**src/rtl/s_mem_phase_sequencer.sv**
```systemverilog
// s_mem_phase_sequencer: runs init/shuffle/decrypt clients in order, owns the S-memory bus, watchdogs each phase
module s_mem_phase_sequencer #(
    parameter int ADDR_W         = 8,
    parameter int DATA_W         = 8,
    parameter int TIMEOUT_CYCLES = 4096
) (
    input  logic              clk,
    input  logic              reset,
    input  logic              start,
    output logic              busy,
    output logic              done,
    output logic              error,
    output logic [1:0]        phase,
    output logic              start_init,
    output logic              start_shuffle,
    output logic              start_decrypt,
    input  logic              finish_init,
    input  logic              finish_shuffle,
    input  logic              finish_decrypt,
    input  logic [ADDR_W-1:0] addr_init,
    input  logic [ADDR_W-1:0] addr_shuffle,
    input  logic [ADDR_W-1:0] addr_decrypt,
    input  logic [DATA_W-1:0] data_init,
    input  logic [DATA_W-1:0] data_shuffle,
    input  logic [DATA_W-1:0] data_decrypt,
    input  logic              wren_init,
    input  logic              wren_shuffle,
    input  logic              wren_decrypt,
    output logic [ADDR_W-1:0] mem_addr,
    output logic [DATA_W-1:0] mem_data,
    output logic              mem_wren
);
    localparam int CNT_W = $clog2(TIMEOUT_CYCLES);
    localparam logic [CNT_W-1:0] LAST = CNT_W'(TIMEOUT_CYCLES - 1);

    typedef enum logic [2:0] {S_IDLE, S_INIT, S_SHUFFLE, S_DECRYPT, S_DONE, S_ERROR} state_t;

    state_t           state;
    logic [CNT_W-1:0] wdog;
    logic             fin;

    always_comb begin
        start_init    = state == S_INIT;
        start_shuffle = state == S_SHUFFLE;
        start_decrypt = state == S_DECRYPT;
        busy          = start_init | start_shuffle | start_decrypt;
        done          = state == S_DONE;
        error         = state == S_ERROR;
        phase         = start_init ? 2'd1 : start_shuffle ? 2'd2 : start_decrypt ? 2'd3 : 2'd0;
        fin           = start_init ? finish_init : start_shuffle ? finish_shuffle : start_decrypt & finish_decrypt;
        mem_addr      = start_init ? addr_init : start_shuffle ? addr_shuffle : start_decrypt ? addr_decrypt : '0;
        mem_data      = start_init ? data_init : start_shuffle ? data_shuffle : start_decrypt ? data_decrypt : '0;
        mem_wren      = start_init ? wren_init : start_shuffle ? wren_shuffle : start_decrypt & wren_decrypt;
    end

    // finish is tested before the timeout so a finish on the last allowed cycle wins
    always_ff @(posedge clk or negedge reset) begin
        if (!reset) begin
            state <= S_IDLE;
            wdog  <= '0;
        end else if (!busy) begin
            wdog <= '0;
            if (start) state <= S_INIT;
        end else if (fin) begin
            wdog  <= '0;
            state <= start_init ? S_SHUFFLE : start_shuffle ? S_DECRYPT : S_DONE;
        end else if (wdog == LAST) begin
            wdog  <= '0;
            state <= S_ERROR;
        end else begin
            wdog <= wdog + 1'b1;
        end
    end
endmodule

```
**config.mk**
```make
export PLATFORM = sky130hd
export DESIGN_NAME = s_mem_phase_sequencer
export DESIGN_NICKNAME = d
export VERILOG_FILES = /design/src/rtl/s_mem_phase_sequencer.sv
export SDC_FILE = /design/constraint.sdc
export NUM_CORES = 1
export LEC_CHECK = 0
export BUFFER_PORTS_ARGS = -buffer_cell sky130_fd_sc_hd__buf_2
export CORE_ASPECT_RATIO = 0.5
export CORE_MARGIN = 1.5
export CORE_UTILIZATION = 46
export CTS_CLUSTER_SIZE = 16
export DETAILED_ROUTE_END_ITERATION = 8
export PLACE_DENSITY = 0.84
export SYNTH_ARGS = -nofsm -noshare
export SYNTH_HDL_FRONTEND = slang
export SYNTH_SLANG_ARGS = --single-unit
```
**constraint.sdc**
```tcl
create_clock -name clk -period 2.4 [get_ports clk]
set_input_delay 0.36 -clock clk [delete_from_list [all_inputs] [get_ports clk]]
set_output_delay 0.36 -clock clk [all_outputs]
set_load 0.005 [all_outputs]
```
======== Word level (Yosys, flattened, before mapping) ========
Index checks and enable logic that the tools add are counted.
word-level totals
  register bits ........................... 15
  word-level logic and storage cells ...... 38
  output and inout port bits .............. 25
cells by class
  bitwise operators ....................... 4
  reductions and logical operators ........ 2
  eq/ne operators ......................... 7
  muxes and demuxes ....................... 22
  $add $sub $neg .......................... 1
operators by type and width
  operator                 number
  $mux W8                  6
  $mux W12                 3
  $mux W3                  6
  $add A12 B1 Y12 const B  1
  $eq A12 B12 Y1 const B   1
  $eq A3 B2 Y1 const B     2
  $eq A3 B3 Y1 const B     2
  $mux W2                  3
  $mux W1                  4
  $eq A3 B1 Y1 const B     1
  $ne A3 B1 Y1 const B     1
  $and A1 B1 Y1            2
  $or A1 B1 Y1             2
  $reduce_and A2 Y1        1
  $reduce_bool A2 Y1       1

======== Logic depth before layout (Yosys ltp) ========
  depth after elaboration ................. 6
  depth in mapped cells ................... 6

======== Least setup slack after synthesis ========
Ideal clock, no wire load.
  path kind ............................... reg2out
  start ................................... register state[1]
  end ..................................... output mem_addr[4]
  stages on the path, launching flop included .. 7
  required time ........................... 2.040 ns
  path slack .............................. 0.906 ns
  arrival ................................. 1.134 ns
  path through ............................ dfrtp_1 buf_2 nor2b_1 buf_2 buf_2 a21oi_1 nor2_1
between the ends
  longest elaborated chain between the ends .. 4
  elaborated cells on any way between the ends .. 6
RTL lines
  element                 line  RTL
  from (decl)             38    state_t state;
  from (signal assigned)  66    state <= start_init ? S_SHUFFLE : start_shuffle ? S_DECRYPT : S_DONE;
  $eq A3 B2 Y1            45    start_decrypt = state == S_DECRYPT;
  $mux W8 (2 in series)   51    mem_addr = start_init ? addr_init : start_shuffle ? addr_shuffle : start_decrypt ? addr_decrypt : '0;
  $mux W8 (*)             51
  to (decl)               29    output logic [ADDR_W-1:0] mem_addr,
Mark *: on every way between the ends. The rest lies on a longest branch, timed or not.

======== Final worst setup path ========
  start ................................... register state[1]
  end ..................................... output mem_addr[7]
The elaborated chain is that of the path after synthesis.

==> results.sh <==
export IMPL_max_freq_ghz=0.493
export IMPL_timing_hold_violations_final=0
export IMPL_syn_avg_cell_area_um2=7.74
export IMPL_filler_cell_count=225
export IMPL_grt_overflow_total=0
export IMPL_swShare_pct=44.7
export IMPL_numClockSinks=15
export IMPL_floorplan_initialDensity_pct=49.4
export IMPL_combPwrFrac_pct=64.6
export IMPL_post_synth_top_count_cell="nor2_1"
export IMPL_netlist_top_cell_by_area="dfrtp_1"
export IMPL_drt_antenna_violating_nets=0
export IMPL_cp_max_fo=21
export IMPL_critical_path_startpoint_type="flop"
export IMPL_dieHeight_um=40.7
export IMPL_grt_start_max_net_pins=22
export IMPL_ratio_of_cells_with_drive_above_1_in_the_final_layout_pct=42.6
export IMPL_max_stage_delay_ns=0.50
export IMPL_power_report_internal_total_w=0.000909
export IMPL_synth_warning_count=0
export IMPL_setup_total_negative_slack_ns=0
export IMPL_worst_slew_pin_transition_ns=0.577
export IMPL_gr_util_met3_pct=3.78
export IMPL_cts_tree="done"
export IMPL_final_cell_count_no_fill=286
export IMPL_power_frac_seq_pct=23.0
export IMPL_first_pass_grt_wire_length_um=4930
export IMPL_hold_path_class="input port to async pin"
export IMPL_cell_type_of_the_slowest_stage_on_the_worst_timing_path="dfrtp_1"
export IMPL_ys_dominant_reg_cell="dfrtp_1"
export IMPL_fp_dieArea_um2=3190
export IMPL_routed_wirelength_um=3250
export IMPL_netlist_area_leader_share_pct=28.7
export IMPL_place_port_buffers=81
export IMPL_async_reset_ff_share_pct=100
export IMPL_cts_hold_fix_buffers=0
export IMPL_grt_usage_pct=20.4
export IMPL_first_global_vias=1215
export IMPL_final_net_count=308
export IMPL_netlist_area_um2=1310
export IMPL_grt_util_met1_pct=21.5
export IMPL_clk_pin_slew_ns=0.06
export IMPL_postCtsSetupBuffers=0
export IMPL_floorplan_die_width_um=78.4
export IMPL_clkPwrFrac_pct=12.4
export IMPL_ctsResizeCount=0
export IMPL_finalWeightedCongestion=0.849
export IMPL_crit_path_frequent_cell="nor2_1"
export IMPL_leakage_nw=0.959
export IMPL_n_antenna_cell=0
export IMPL_netlist_top_cells_count="nor2_1 (45), a21oi_1 (20), mux2i_1 (18)"
export IMPL_first_pass_iters=4
export IMPL_row_count=13
export IMPL_maximum_buffer_depth_of_the_clock_tree=2
export IMPL_synth_distinct_cells=33
export IMPL_vias=1412
export IMPL_timing_setup_critical_path_class="flop to primary output"
export IMPL_status="finished clean"
export IMPL_period_share_pct=84.6
export IMPL_yosys_register_bits=15
export IMPL_synth_yosys_seq_area_share_pct=28.7
export IMPL_maxCapViolations=0
export IMPL_pwr_density_cell_nw_per_um2=919
export IMPL_ios=82
export IMPL_timing_critical_path_required_ns=2.04
export IMPL_placed_cells=282
export IMPL_routed_via_density=4.94
export IMPL_timing_final_crit_period_ns=2.03
export IMPL_max_slew_margin_rel_pct=61.5
export IMPL_clock_tree_root_cell="clkbuf_8"
export IMPL_synth_enable_flop_cells=0
export IMPL_vdd_ir_drop_worst_uv=467
export IMPL_route_detailed_wl_per_inst_um=11.3
export IMPL_fin_skew_ns=0.00149
export IMPL_dr_first_iter_drc_count=19
export IMPL_area_growth_syn_to_layout_pct=36.7
export IMPL_cp_cell_sequence="inv_1 -> nor2_1 -> a21oi_1 -> nor2_1 -> buf_2"
export IMPL_clk_latency_ns=0.25
export IMPL_antenna_found_initial=0
export IMPL_hpwlAfterDp_um=2640
export IMPL_drc=0
export IMPL_cts_htree_levels=1
export IMPL_p_switching_w=0.000736
export IMPL_drv_slew=0
export IMPL_numCtsBuffers=3
export IMPL_synthTopCellsByArea="dfrtp_1 (29%), mux2i_1 (14%), nor2_1 (13%)"
export IMPL_met2_usage_pct=44.1
export IMPL_setup_viol=0
export IMPL_endpoint_kind="primary output"
export IMPL_worst_endpoint_arrival_ns=1.67
export IMPL_synthesis_instances=169
export IMPL_hold_slack_ns=0.000821
export IMPL_synth_fp_nets=227
export IMPL_globalRoute_busiestLayer="met2"
export IMPL_rsz0062_at_grt="false"
export IMPL_placeableCoreArea_um2=2650
==> state kept, by name (all words and copies together) (netlist names) <==
signal  flops
state       3
wdog       12
==> metal layers <==
metal / vias to the layer above / routed length [um]
met5: - / 0
met4: 0 / 24
met3: 3 / 137
met2: 38 / 1750
met1: 641 / 1330
li1: 730 / -
==> cell families (layout without fill, tap and decap cells) <==
kind of cell,count (synthesis),count (layout),synth area share [%]
and+or+nand+nor,82,82,30.4
DFF,15,15,28.7
AOI/OAI and AO/OA,26,26,11.6
adders and majority gates,1,1,0.956
xor gates and xnor gates,10,10,6.69
buffers and inverters,16,96,6.21
muxes,19,19,15.5
==> path summary, 6_finish.rpt <==
check                                      from                   end  slack, ns  cells after the start
setup / recovery           state[1]$_DFFE_PN0P_           mem_addr[7]       0.37                      5
hold / removal                            reset     wdog[3]$_DFF_PN0_     0.0008                      1
setup reg to reg           state[2]$_DFFE_PN0P_     wdog[5]$_DFF_PN0_       0.67                      6
hold reg to reg               wdog[0]$_DFF_PN0_     wdog[0]$_DFF_PN0_       0.52                      1
max in group asynchronous                 reset    wdog[11]$_DFF_PN0_       2.15                      1
min in group clk                 finish_decrypt  state[0]$_DFFE_PN0P_       0.46                      3
==> per-stage QoR <==
step	setup WS (ns)	instance area, um^2	total power [W]	utilization [%]
final	0.370	1790	0.00164	67.5
after global routing	0.160	1790	0.00180	67.5
after CTS	0.342	1790	0.00167	67.5
after detailed placement	0.637	1740	0.00145	65.7
after global placement	0.645	1740	0.00142	65.7
after floorplan	0.906	1310	0.00110	-
==> critical path: cells and delay by family (launching register included) <==
| kind | cells | cell delay [ns] |
|---|---|---|
| flops | 1 | 0.50 |
| buf+inv | 2 | 0.63 |
| compound gates | 1 | 0.14 |
| simple gates | 2 | 0.15 |
==> cell type report <==
class / instances / area [um^2] / area share (%)
multi-input combinational: 138 / 852 / 47.6
clock buffer: 3 / 41.3 / 2.31
timing repair buffer: 87 / 450 / 25.2
clock inverter: 1 / 5.00 / 0.280
inverter: 5 / 18.8 / 1.05
sequential: 15 / 375 / 21.0
tap: 37 / 46.3 / 2.59
==> cells in the final DEF (no fill, tap or decap), types with 2 or more instances in the layout <==
cell type,count
dfrtp_1,15
nand2b_1,4
xor2_1,5
nor3_1,3
xnor2_1,5
nand2_1,4
nand3_1,5
inv_1,4
a21oi_1,20
nand4_1,2
nor2_1,45
mux2i_1,18
and3_1,3
nor2_2,9
buf_4,6
clkbuf_8,3
buf_2,81
==> power by group through the flow <==
stage | clock [W] | sequential, W | combinational (W)
after floorplan | 0 | 0.000321 | 0.000779
after global placement | 0 | 0.000376 | 0.00104
after detailed placement | 0 | 0.000379 | 0.00107
after CTS | 0.000214 | 0.000377 | 0.00108
after global routing | 0.000218 | 0.000388 | 0.00119
final | 0.000204 | 0.000378 | 0.00106
No activity file was read; power rests on OpenSTA's default activity.
